$ cat src/rtl/word_stack_pkg.sv
`default_nettype none
// ============================================================================
// Module      : word_stack_pkg
// Description : Shared defaults and FSM state encoding for the word stacker.
// Revision    : 1.0 - initial release
// ============================================================================
package word_stack_pkg;

  // Default geometry: four 32-bit words stacked into one 128-bit word.
  localparam int c_narrow_w = 32;
  localparam int c_ratio    = 4;
  localparam int c_order    = 0;

  // Accumulator FSM: FILL accepts words, FULL holds a closed word that is
  // waiting for the output register to free up.
  typedef logic [0:0] state_t;
  localparam state_t c_fill = 1'b0;
  localparam state_t c_full = 1'b1;

endpackage
`default_nettype wire

$ cat src/rtl/word_stack_slot.sv
`default_nettype none
// ============================================================================
// Module      : word_stack_slot
// Description : Output register of the word stacker. Holds one stacked word
//               with its lane strobes and reports when it can take another.
// Revision    : 1.0 - initial release
// ============================================================================
module word_stack_slot #(
  parameter int WORD_W = 128,
  parameter int STRB_W = 4
) (
  input  logic              clk_i,
  input  logic              rst_i,
  input  logic              ready_i,
  input  logic              load_i,
  input  logic [WORD_W-1:0] load_word_i,
  input  logic [STRB_W-1:0] load_strb_i,
  output logic              free_o,
  output logic              valid_o,
  output logic [WORD_W-1:0] word_o,
  output logic [STRB_W-1:0] strb_o
);

  logic              r_valid;
  logic [WORD_W-1:0] r_word;
  logic [STRB_W-1:0] r_strb;

  // The slot can be refilled when empty or when its word leaves this cycle.
  assign free_o  = ~r_valid | ready_i;
  assign valid_o = r_valid;
  assign word_o  = r_word;
  assign strb_o  = r_strb;

  // Load a new word, otherwise drop valid once the downstream takes it.
  // Data only changes on load, so it is stable while stalled.
  always_ff @(posedge clk_i) begin
    if (rst_i) begin
      r_valid <= 1'b0;
      r_word  <= '0;
      r_strb  <= '0;
    end else if (load_i) begin
      r_valid <= 1'b1;
      r_word  <= load_word_i;
      r_strb  <= load_strb_i;
    end else if (ready_i) begin
      r_valid <= 1'b0;
    end
  end

endmodule
`default_nettype wire

$ cat src/rtl/word_stacker.sv
`default_nettype none
// ============================================================================
// Module      : word_stacker
// Description : Packs RATIO narrow input words into one wide output word,
//               with flush of partial words and per-lane strobes.
// Revision    : 1.0 - initial release
// ============================================================================
module word_stacker
  import word_stack_pkg::*;
#(
  parameter int NARROW_W = c_narrow_w,
  parameter int RATIO    = c_ratio,
  parameter int ORDER    = c_order
) (
  input  logic                      clk_i,
  input  logic                      rst_i,
  input  logic                      clr_i,
  input  logic                      enable_i,
  input  logic                      flush_i,
  input  logic                      valid_i,
  output logic                      ready_o,
  input  logic [NARROW_W-1:0]       word_i,
  output logic                      valid_o,
  input  logic                      ready_i,
  output logic [NARROW_W*RATIO-1:0] word_o,
  output logic [RATIO-1:0]          strb_o
);

  localparam int c_cnt_w = $clog2(RATIO);
  localparam int c_out_w = NARROW_W * RATIO;
  localparam logic [c_cnt_w-1:0] c_last = c_cnt_w'(RATIO - 1);

  state_t               r_state;
  logic [c_cnt_w-1:0]   r_cnt;
  logic [c_out_w-1:0]   r_acc;
  logic [RATIO-1:0]     r_strb;

  logic                 w_clear;
  logic                 w_accept;
  logic                 w_close;
  logic                 w_free;
  logic                 w_load;
  logic [c_cnt_w-1:0]   w_lane;
  logic [c_out_w-1:0]   w_acc_next;
  logic [RATIO-1:0]     w_strb_next;
  logic [c_out_w-1:0]   w_load_word;
  logic [RATIO-1:0]     w_load_strb;

  assign w_clear  = rst_i | clr_i;
  assign ready_o  = enable_i & (r_state == c_fill) & ~rst_i & ~clr_i;
  assign w_accept = valid_i & ready_o;

  // ORDER=1 mirrors the lane sequence so the first word lands at the MSB.
  assign w_lane = (ORDER != 0) ? (c_last - r_cnt) : r_cnt;

  // Accumulator contents including any word accepted this cycle.
  always_comb begin
    w_acc_next  = r_acc;
    w_strb_next = r_strb;
    for (int k = 0; k < RATIO; k++) begin
      if (w_accept && (int'(w_lane) == k)) begin
        w_acc_next[k*NARROW_W +: NARROW_W] = word_i;
        w_strb_next[k]                     = 1'b1;
      end
    end
  end

  // A word closes when full, or on flush if it holds or receives any data.
  assign w_close = (r_state == c_fill) &
                   ((w_accept & (r_cnt == c_last)) |
                    (flush_i & enable_i & ((r_cnt != '0) | w_accept)));

  // Transfer into the output register: directly on close, or from FULL.
  assign w_load      = ~w_clear & w_free & (w_close | (r_state == c_full));
  assign w_load_word = (r_state == c_full) ? r_acc  : w_acc_next;
  assign w_load_strb = (r_state == c_full) ? r_strb : w_strb_next;

  // Fill/close state machine; a cleared accumulator keeps unfilled lanes zero.
  always_ff @(posedge clk_i) begin
    if (w_clear) begin
      r_state <= c_fill;
      r_cnt   <= '0;
      r_acc   <= '0;
      r_strb  <= '0;
    end else if (r_state == c_fill) begin
      if (w_close) begin
        r_cnt <= '0;
        if (w_free) begin
          r_acc  <= '0;
          r_strb <= '0;
        end else begin
          r_acc   <= w_acc_next;
          r_strb  <= w_strb_next;
          r_state <= c_full;
        end
      end else if (w_accept) begin
        r_cnt  <= r_cnt + c_cnt_w'(1);
        r_acc  <= w_acc_next;
        r_strb <= w_strb_next;
      end
    end else if (w_free) begin
      r_state <= c_fill;
      r_acc   <= '0;
      r_strb  <= '0;
    end
  end

  word_stack_slot #(
    .WORD_W (c_out_w),
    .STRB_W (RATIO)
  ) u_slot (
    .clk_i       (clk_i),
    .rst_i       (w_clear),
    .ready_i     (ready_i),
    .load_i      (w_load),
    .load_word_i (w_load_word),
    .load_strb_i (w_load_strb),
    .free_o      (w_free),
    .valid_o     (valid_o),
    .word_o      (word_o),
    .strb_o      (strb_o)
  );

endmodule
`default_nettype wire

$ cat config.mk
export PLATFORM = sky130hd
export DESIGN_NAME = word_stacker
export DESIGN_NICKNAME = d
export VERILOG_FILES = /design/src/rtl/word_stack_pkg.sv /design/src/rtl/word_stack_slot.sv /design/src/rtl/word_stacker.sv
export SDC_FILE = /design/constraint.sdc
export NUM_CORES = 1
export LEC_CHECK = 0
export BUFFER_PORTS_ARGS = -buffer_cell sky130_fd_sc_hd__clkbuf_2
export CELL_PAD_IN_SITES_DETAIL_PLACEMENT = 1
export CELL_PAD_IN_SITES_GLOBAL_PLACEMENT = 1
export CORE_AREA = 3 3 161 163
export DETAILED_ROUTE_END_ITERATION = 6
export DIE_AREA = 0 0 164 166
export PLACE_DENSITY_LB_ADDON = 0.25
export SKIP_LAST_GASP = 1
export SYNTH_ARGS = -nofsm -noshare
export SYNTH_HDL_FRONTEND = slang
export SYNTH_HIERARCHICAL = 1
export SYNTH_SLANG_ARGS = --single-unit
$ cat constraint.sdc
create_clock -name clk_i -period 2.47 [get_ports clk_i]
set_input_delay 0.1235 -clock clk_i [delete_from_list [all_inputs] [get_ports clk_i]]
set_output_delay 0.1235 -clock clk_i [all_outputs]
set_load 0.01 [all_outputs]
==> results.sh <==
export IMPL_relSlewSlack_pct=33.4
export IMPL_cts_sinks=268
export IMPL_die_w_um=164
export IMPL_finalMaxSlewViolations=0
export IMPL_io_pins=173
export IMPL_routedWlPerCell_um=20.4
export IMPL_overflow=0
export IMPL_rsz0062_at_grt="true"
export IMPL_synth_area_top_cells="dfxtp_1 50%, mux2i_1 12%, a22o_1 10%"
export IMPL_ys_flop_type="dfxtp_1"
export IMPL_cp_max_fo=41
export IMPL_gp_congestion=0.792
export IMPL_synth_edf_count=0
export IMPL_min_delay_worst_endpoint="r_cnt[0]$_SDFFE_PP0P_"
export IMPL_peakVddDrop_mv=0.375
export IMPL_critPathLaunch="r_cnt[0]$_SDFFE_PP0P_"
export IMPL_grt_antenna_before_repair=0
export IMPL_r2r_cells=9
export IMPL_cts_root_buf="clkbuf_16"
export IMPL_finalCritPeriodShare_pct=98.2
export IMPL_clock_skew_final_ns=0.00797
export IMPL_setup_viol=0
export IMPL_drc_errors=0
export IMPL_min_period_ns=2.43
export IMPL_worst_setup_path_start_kind="flip-flop"
export IMPL_die_area_um2=27200
export IMPL_tritoncts="yes"
export IMPL_hold_viol_final=0
export IMPL_drt_iter0_drc=377
export IMPL_synth_top_area_share_pct=50.0
export IMPL_crit_arrival_ns=2.81
export IMPL_antenna_cells=0
export IMPL_r2r_end="u_slot/word_o[48]$_SDFFE_PP0P_"
export IMPL_drt_total_wl_um=31100
export IMPL_clk_latency_ns=0.52
export IMPL_max_freq_ghz=0.412
export IMPL_io_buffers=172
export IMPL_seq_area_frac_synth_pct=50.0
export IMPL_start_util_pct=43.9
export IMPL_grt_max_degree=85
export IMPL_status="finished clean"
export IMPL_synth_avg_cell_area_um2=10.8
export IMPL_p_leak_nw=5.37
export IMPL_h_tree_depth=1
export IMPL_syn_cell_area_um2=10700
export IMPL_min_from="valid_i"
export IMPL_hold_ws_ns=0.0306
export IMPL_ctsLongestPathBuffers=3
export IMPL_drive_above_1_share_pct=30.4
export IMPL_coreArea_um2=24500
export IMPL_die_h_um=166
export IMPL_syn_inst=991
export IMPL_max_cap_violations=0
export IMPL_clk_pin_slew_ns=0.07
export IMPL_dr_pass1_iters=4
export IMPL_critPathCaptureType="flip-flop"
export IMPL_area_delta_synth_final_pct=22.7
export IMPL_worst_ep_required_time_ns=2.85
export IMPL_grt_pass1_wl_um=48200
export IMPL_via_per_inst=5.37
export IMPL_syn_num_nets=1034
export IMPL_worst_pin_slew_ns=0.999
export IMPL_final_antenna_net_count=0
export IMPL_ys_ff_latch=268
export IMPL_grt_pass1_vias=8645
export IMPL_cts_made_buffers=28
export IMPL_grt_use_total_pct=21.8
export IMPL_worstSetupPathType="reg2reg"
export IMPL_r2r_start="r_cnt[0]$_SDFFE_PP0P_"
export IMPL_async_flop_share_pct=0
export IMPL_pwr_density_cell_nw_per_um2=679
export IMPL_whs_path_depth=3
export IMPL_r2r_slack_ns=0.04
export IMPL_hold_class="in2reg"
export IMPL_ys_warnings_count=6
export IMPL_place_hpwl_um=19000
export IMPL_nNetsFinal=1219
export IMPL_vias=8168
export IMPL_num_rows=57
export IMPL_yosys_area_top_type="dfxtp_1"
export IMPL_yosys_cell_types_count=39
export IMPL_final_util_pct=53.8
[report_power, final]
part	internal, mW	leakage (nW)	switching [mW]
combinational	0.127	2.74	0.250
sequential	4.33	2.16	0.00501
clock	2.51	0.468	1.73
[through the flow]
stage	worst slack [ns]	area [µm²]	setup TNS [ns]	power [mW]	std cells
after floorplan	0.398	10700	0	4.59	991
after global placement	0.144	11800	0	4.75	1434
after detailed placement	0.0377	11800	0	4.76	1434
after CTS	0.00904	13100	0	9.03	1521
after global routing	-0.0559	13200	-1.58	9.25	1522
final	0.0438	13200	0	8.95	1522
[layout by cell type (no fill, tap or decap), types with 2 or more instances in the layout]
cell,synthesis,final
nor2_1,136,136
clkbuf_2,0,172
nand2b_1,5,5
dlygate4sd3_1,0,33
nor3_4,1,2
clkbuf_16,0,29
mux2i_1,132,132
clkinv_2,0,9
mux2_2,96,96
and2_1,5,4
buf_12,7,10
a22o_1,128,128
and3_2,0,3
ha_1,4,4
bufinv_16,0,2
buf_4,16,14
nand2_1,99,99
o22ai_4,0,3
nor3_2,2,2
clkbuf_8,0,5
dfxtp_1,268,268
or2_2,4,4
clkbuf_1,17,6
inv_1,8,7
[kinds of logic (layout without fill, tap and decap cells)]
logic type / Yosys count / in the layout / synth area share [%]
AO/OA/AOI/OAI: 141 / 142 / 11.6
AND/OR/NAND/NOR: 266 / 266 / 10.6
flip-flops: 268 / 268 / 50.0
buffers and inverters: 84 / 290 / 5.02
adder cells (fa/ha/maj): 4 / 4 / 0.466
multiplexers: 228 / 228 / 22.4
[registers in the layout, indices dropped and copies added (netlist names)]
register	cells
r_acc	128
u_slot/word_o	128
r_strb	4
u_slot/strb_o	4
r_cnt	2
r_state	1
u_slot/valid_o	1
[worst max-delay path, stage by stage, from the launching register on]
cell and delay [ns]:
dfxtp_1 0.40, inv_1 0.09, ha_1 0.24, and3b_1 0.26, a311oi_2 0.07, nor3_2 0.20
buf_4 0.20, bufbuf_16 0.43, mux2i_1 0.28, nor2_1 0.06
[Yosys cell counts (5+ instances only)]
cell type	instances
and2_1	5
buf_2	31
nor2_1	136
mux2i_1	132
clkbuf_1	17
buf_4	16
a22o_1	128
dfxtp_1	268
nand2b_1	5
buf_12	7
inv_1	8
nand2_1	99
mux2_2	96
[worst max path at each step]
stage / to / slack [ns] / cells past startpoint
floorplan: u_slot/word_o[74]$_SDFFE_PP0P_ / 0.40 / 9
global placement: r_acc[9]$_SDFFE_PP0P_ / 0.14 / 5
detailed placement: u_slot/word_o[48]$_SDFFE_PP0P_ / 0.04 / 8
CTS: u_slot/word_o[48]$_SDFFE_PP0P_ / 0.009 / 8
global route: u_slot/word_o[108]$_SDFFE_PP0P_ / -0.06 / 9
finish: u_slot/word_o[48]$_SDFFE_PP0P_ / 0.04 / 9
[area by class of cell]
cell class	count	area (µm²)
Fill cell	2671	11300
Sequential cell	268	5370
Multi-Input combinational cell	640	4910
Timing Repair Buffer	230	1530
Clock buffer	40	817
Tap cell	324	405
Clock inverter	12	114
Inverter	8	32.5
[per-layer routing]
| layer | part of all wire [%] | GRT usage [%] |
|---|---|---|
| met5 | 0 | 0 |
| met1 | 44 | 28.1 |
| met3 | 4.9 | 3.79 |
| met4 | 1.7 | 5.19 |
| met2 | 49 | 38.1 |
[repair_timing]
action,CTS,global route
cloned,1,1
hold buffers,33,0
gates resized for setup,1,6
setup buffers,1,0
pin swaps,1,0
endpoints found under the setup margin,1,114
endpoints found under the hold margin,120,0
Power figures use the tool's default switching activity.
